**src/rtl/mic_volume_meter_pkg.sv**
```systemverilog
// Shared microphone/game constants and the sample rectifier.
// The game FSM's volume bar and recorder also import this package.
package mic_volume_meter_pkg;
   localparam int ADC_W           = 12;
   localparam int VOL_W           = 5;
   localparam int LVL_W           = 4;
   localparam int VOL_MAX         = 15;
   localparam int RECT_W          = 11;
   localparam int RECT_MAX        = 2047;
   localparam int DEF_BASELINE    = 2048;
   localparam int DEF_NOISE_FLOOR = 128;

   typedef logic [ADC_W-1:0]  sample_t;
   typedef logic [RECT_W-1:0] rect_t;
   typedef logic [LVL_W-1:0]  level_t;

   // Distance from the silence code, clamped so a full-negative swing still fits 11 bits.
   function automatic rect_t rectify(input sample_t s, input sample_t base);
      sample_t d;
      d = (s >= base) ? sample_t'(s - base) : sample_t'(base - s);
      return (d > sample_t'(RECT_MAX)) ? rect_t'(RECT_MAX) : d[RECT_W-1:0];
   endfunction
endpackage

```
**src/rtl/mic_peak_window.sv**
```systemverilog
// Rectified running peak over a fixed count of valid samples.
// window_done/window_peak are combinational on the window's closing strobe.
module mic_peak_window
   import mic_volume_meter_pkg::*;
#(
   parameter int WINDOW   = 4000,
   parameter int BASELINE = DEF_BASELINE
) (
   input  logic             clk,
   input  logic             rst,
   input  logic [ADC_W-1:0] mic_sample,
   input  logic             sample_valid,
   output logic             window_done,
   output rect_t            window_peak
);
   localparam int               CNT_W = $clog2(WINDOW);
   localparam logic [CNT_W-1:0] LAST  = CNT_W'(WINDOW - 1);
   localparam sample_t          BASE  = sample_t'(BASELINE);

   logic [CNT_W-1:0] cnt_q, cnt_d;
   rect_t            max_q, max_d;
   rect_t            rect;

   always_comb begin
      rect        = rectify(mic_sample, BASE);
      window_peak = (rect > max_q) ? rect : max_q;
      window_done = sample_valid && (cnt_q == LAST);
   end

   always_comb begin
      cnt_d = cnt_q;
      max_d = max_q;
      if (sample_valid) begin
         if (window_done) begin
            cnt_d = '0;
            max_d = '0;
         end else begin
            cnt_d = cnt_q + 1'b1;
            max_d = window_peak;
         end
      end
   end

   always_ff @(posedge clk) begin
      if (rst) begin
         cnt_q <= '0;
         max_q <= '0;
      end else begin
         cnt_q <= cnt_d;
         max_q <= max_d;
      end
   end
endmodule

```
**src/rtl/mic_volume_meter.sv**
```systemverilog
// Window peak -> 0..15 loudness level with instant attack and one-step decay.
// Outputs update once per window, one cycle after the closing sample.
module mic_volume_meter
   import mic_volume_meter_pkg::*;
#(
   parameter int WINDOW      = 4000,
   parameter int BASELINE    = DEF_BASELINE,
   parameter int NOISE_FLOOR = DEF_NOISE_FLOOR,
   parameter int LEVEL_SHIFT = 7
) (
   input  logic             clk,
   input  logic             rst,
   input  logic [ADC_W-1:0] mic_sample,
   input  logic             sample_valid,
   output logic [VOL_W-1:0] volume,
   output logic             volume_valid,
   output logic [ADC_W-1:0] peak
);
   logic   window_done;
   rect_t  window_peak;
   rect_t  shifted;
   level_t raw;
   level_t vol_q, vol_d;
   rect_t  peak_q, peak_d;
   logic   valid_q, valid_d;

   mic_peak_window #(
      .WINDOW   (WINDOW),
      .BASELINE (BASELINE)
   ) u_peak (
      .clk          (clk),
      .rst          (rst),
      .mic_sample   (mic_sample),
      .sample_valid (sample_valid),
      .window_done  (window_done),
      .window_peak  (window_peak)
   );

   always_comb begin
      shifted = window_peak >> LEVEL_SHIFT;
      if (window_peak < rect_t'(NOISE_FLOOR))
         raw = '0;
      else if (shifted > rect_t'(VOL_MAX))
         raw = level_t'(VOL_MAX);
      else
         raw = shifted[LVL_W-1:0];
   end

   // raw >= 0 guarantees vol_q > 0 whenever the decay branch is taken.
   always_comb begin
      valid_d = window_done;
      peak_d  = peak_q;
      vol_d   = vol_q;
      if (window_done) begin
         peak_d = window_peak;
         vol_d  = (raw >= vol_q) ? raw : level_t'(vol_q - 1'b1);
      end
   end

   always_ff @(posedge clk) begin
      if (rst) begin
         vol_q   <= '0;
         peak_q  <= '0;
         valid_q <= 1'b0;
      end else begin
         vol_q   <= vol_d;
         peak_q  <= peak_d;
         valid_q <= valid_d;
      end
   end

   assign volume       = {{(VOL_W - LVL_W){1'b0}}, vol_q};
   assign peak         = {{(ADC_W - RECT_W){1'b0}}, peak_q};
   assign volume_valid = valid_q;
endmodule

```
**config.mk**
```make
export PLATFORM = sky130hd
export DESIGN_NAME = mic_volume_meter
export DESIGN_NICKNAME = d
export VERILOG_FILES = /design/src/rtl/mic_volume_meter_pkg.sv /design/src/rtl/mic_peak_window.sv /design/src/rtl/mic_volume_meter.sv
export SDC_FILE = /design/constraint.sdc
export NUM_CORES = 1
export LEC_CHECK = 0
export BUFFER_PORTS_ARGS = -buffer_cell sky130_fd_sc_hd__buf_2
export CAP_MARGIN = 20
export CORE_UTILIZATION = 30
export DETAILED_ROUTE_END_ITERATION = 10
export PLACE_DENSITY = 0.58
export SLEW_MARGIN = 15
export SYNTH_ARGS = -nofsm -noshare
export SYNTH_HDL_FRONTEND = slang
export SYNTH_SLANG_ARGS = --single-unit
```
**constraint.sdc**
```tcl
create_clock -name clk -period 6.55 [get_ports clk]
set_input_delay 1.6375 -clock clk [delete_from_list [all_inputs] [get_ports clk]]
set_output_delay 1.6375 -clock clk [all_outputs]
set_load 0.03 [all_outputs]
```
==> metrics.md <==
| Metric | Value |
|---|---|
| Bufs and invs on worst path | `2` |
| Most frequent CP cell | `nand2_1` |
| Fraction of layout cells with a size suffix above 1 | `about 14%` |
| Skew final | `between 0.006 and 0.007 ns` |
| Vias in the first global route | `roughly 1800` |
| Tot GR Track Use | `between 10% and 20%` |
| Sequential share of power | `46.4%` |
| Worst-Margin Slew | `about 0.72 ns` |
| Worst-path clk slew | `0.08 ns` |
| Sw Share | `between 30% and 40%` |
| Synth top cells by count | `dfxtp_1 (39), nor2_1 (25), inv_1 (22)` |
| Global route overflow | `0` |
| PortBufs | `30` |
| Worst reg-to-reg path cell count | `14` |
| Worst setup EP type | `register` |
| Worst Hold Class | `reg2reg` |
| DP Cell Count | `just over 400` |
| Clock Tree Buf Depth | `2` |
| IR drop worst, VDD | `0.0748 mV` |
| Initial drt markers | `108` |
| Final Cycle Share | `a little under nine tenths` |
| Largest delay contributor family on the critical path | `simple AND/OR/NAND/NOR gates` |
| Clock power share | `29.0%` |
| Psw | `166 uW` |
| Clock sinks | `39` |
| Final antenna-violating net count | `0` |
| Worst r2r src | `u_peak.max_q[3]` |
| Unrepaired setup endpoints after global routing | `false` |
| Yosys cell types | `between 40 and 50` |
| Critical path type | `in2reg` |
| Final Hold Fails | `0` |
| Seq/Total Area, Yosys | `between 30% and 40%` |
| Data arrival, critical path | `about 5.8 ns` |
| Crit-path cells | `buf_2 > or4_4 > or2_1 > or3_1 > nand2_1 > ha_1 > a21oi_1 > nand2_1 > a211oi_1 > o22ai_1 > mux2i_1 > inv_1 > ha_1 > nand2_1 > o21ai_0 > o21ai_0 > a22oi_1 > o22ai_1` |
| Syn Std Cell Area | `between 0.002 and 0.0025 mm^2` |
| Setup ws final | `0.939 ns` |
| Synth Warn # | `0` |
| Synth Register Bits | `39` |
| Root buffer cell | `clkbuf_8` |
| Setup tns final | `0 ns` |
| Hpwl dp | `3.69 mm` |
| Setup Fix Bufs, Post-CTS | `0` |
| H-tree depth | `2` |
| CP Launch Point | `mic_sample[3]` |
| Drt wl/cell | `between 10 and 15 um` |
| Vias | `1969` |
| Cts bufs inserted | `5` |
| Overall power | `around 540 uW` |
| Place WS | `between 0.5 and 0.6 ns` |
| Initial DRT Pass Iterations | `4` |
| Type of origin of the critical path | `input port` |
| Share of the synthesized area in the top cell type | `between 30% and 40%` |
| Final Setup Violations | `0` |
| Mapped Cells | `approximately 290` |
| Final WL | `slightly below 5 mm` |
| Ant diodes | `0` |
| Residual DRC | `0` |
| Pleak | `about 1.1 nW` |
| First-pass GRT wire length | `8.43 mm` |
| WP data required | `around 6.7 ns` |
| Vias per cell | `between 4 and 5` |
| Die W | `approximately 91 um` |
| Initial antenna violation count | `0` |
| Post-synth EDFFs | `0` |
| Number of nets in the layout | `342` |
| Relative slew slack | `~52%` |
| Crit path max fanout | `7` |
| Slowest CP cell | `or4_4` |
| Post-synth top flop | `dfxtp_1` |
| Async S/R FF share, synth | `0%` |
| Die Height | `slightly above 90 um` |
| Max Clk Rate | `178 MHz` |
| Final Slew Violations | `0` |
| Status | `complete, no violations` |
| Post_cts resized | `0` |
| Placeable Area | `between 0.007 and 0.008 mm^2` |
| # fillers | `a little over 800` |
| Crit path to | `vol_q[2]` |
| PwrDens | `roughly 200 mW/mm^2` |
| Cell taking the most area after synthesis | `dfxtp_1` |
| Post-route insts no fill | `just over 400` |
| Area contributors post-synth | `dfxtp_1 (33%), ha_1 (9.5%), mux2i_1 (5.1%)` |
| Row cnt | `32` |
| Max_cap viols | `0` |
| R2r setup slk | `around 3.4 ns` |
| Critical path depth | `18` |
| Most frequent cell after synthesis | `dfxtp_1` |
| Hold_buf cts | `0` |
| Die area | `between 0.008 and 0.009 mm^2` |
| Largest net degree at the start of global routing | `47` |
| Clk_lat worst skew | `approximately 0.29 ns` |
| Final min period | `approximately 5.6 ns` |
| Layout area overhead | `12.8%` |
| Gate power share | `24.6%` |
| CTS tree | `built` |
| Post-DP Area | `0.00259 mm^2` |
| FF-to-FF End | `vol_q[2]` |
| Internal power | `between 300 and 400 uW` |
| Slowest cell delay on critical path | `~0.55 ns` |
| Initial Util | `between 30% and 40%` |
| Top Ports | `33` |
| Hold_sp | `peak_q[5]` |
| Post-layout instance area | `approximately 0.0027 mm^2` |
| RePlAce Congestion | `0.818` |
| Syn avg cell area | `between 8 and 9 um^2` |
stage by stage:
step | util, % | hold slack (ns)
floorplan | - | 0.472
detailed placement | 33.7 | 0.470
global placement | 33.7 | 0.468
finish | 34.8 | 0.484
CTS | 34.8 | 0.488
global route | 34.8 | 0.516
area by class of cell:
cell class	instances	area [um^2]	share of cell area [%]
multi-input combinational	210	1440	53.9
clock buffer	5	68.8	2.57
sequential	39	781	29.2
clock inverter	3	15.0	0.562
timing repair buffer	31	158	5.90
inverter	22	82.6	3.09
tap	102	128	4.77
power groups by stage:
stage | Sequential, mW | Clock (mW) | Combinational [mW]
after floorplan | 0.254 | 0 | 0.103
after global placement | 0.255 | 0 | 0.130
after detailed placement | 0.255 | 0 | 0.133
after CTS | 0.250 | 0.166 | 0.134
after global routing | 0.251 | 0.175 | 0.151
final | 0.250 | 0.156 | 0.132
worst reg2reg max path, delay by kind of cell, from the launching register on:
kind,cells,cell delay (ns)
adders and majority gates,2,0.59
DFF,1,0.33
AOI/OAI and AO/OA,7,1.51
buffers and inverters,2,0.13
and+or+nand+nor,2,0.11
muxes,1,0.35
sequential cells by signal, indices dropped and copies added (netlist names):
signal,flops
volume_valid,1
vol_q,4
peak_q,11
u_peak.cnt_q,12
u_peak.max_q,11
cell families (layout without fill, tap and decap cells):
kind of cell	count (synthesis)	count (layout)	share of synthesized area, %
flops	39	39	32.9
fa+ha+maj	18	18	9.50
other cells	1	2	0.158
xor+xnor	16	16	5.91
mux	13	13	5.54
simple gates	104	104	23.6
compound gates	57	57	15.9
buf+inv	38	61	6.44
layer usage:
layer / vias to the layer above / GRT usage [%] / routed length, um
met4: 0 / 3.84 / 45
met1: 890 / 16.9 / 2490
met2: 29 / 19.8 / 2270
met3: 4 / 2.61 / 132
met5: - / 0 / 0
li1: 1046 / - / -
how the worst min path moves through the flow:
stage | slack, ns | depth (start not counted) | to
after detailed placement | 0.47 | 2 | peak_q[2]
after global placement | 0.47 | 2 | peak_q[5]
after CTS | 0.49 | 2 | peak_q[5]
after global routing | 0.52 | 2 | peak_q[4]
final | 0.48 | 2 | peak_q[5]
after floorplan | 0.47 | 2 | u_peak.cnt_q[1]
cell usage in the layout (no fill, tap or decap), types with 5 or more instances in the layout:
master and instances:
inv_1 22, xnor2_1 7, clkbuf_8 5, nor2b_1 5, nand2b_1 15, a211oi_1 6, xor2_1 9, nand3b_1 10
ha_1 18, nor2_1 25, a21oi_1 13, nand2_1 17, nor3_1 5, dfxtp_1 39, nand3_1 8, mux2i_1 12
o21ai_0 11, buf_2 30, o32ai_1 12
(Power assumes the default switching activity.)
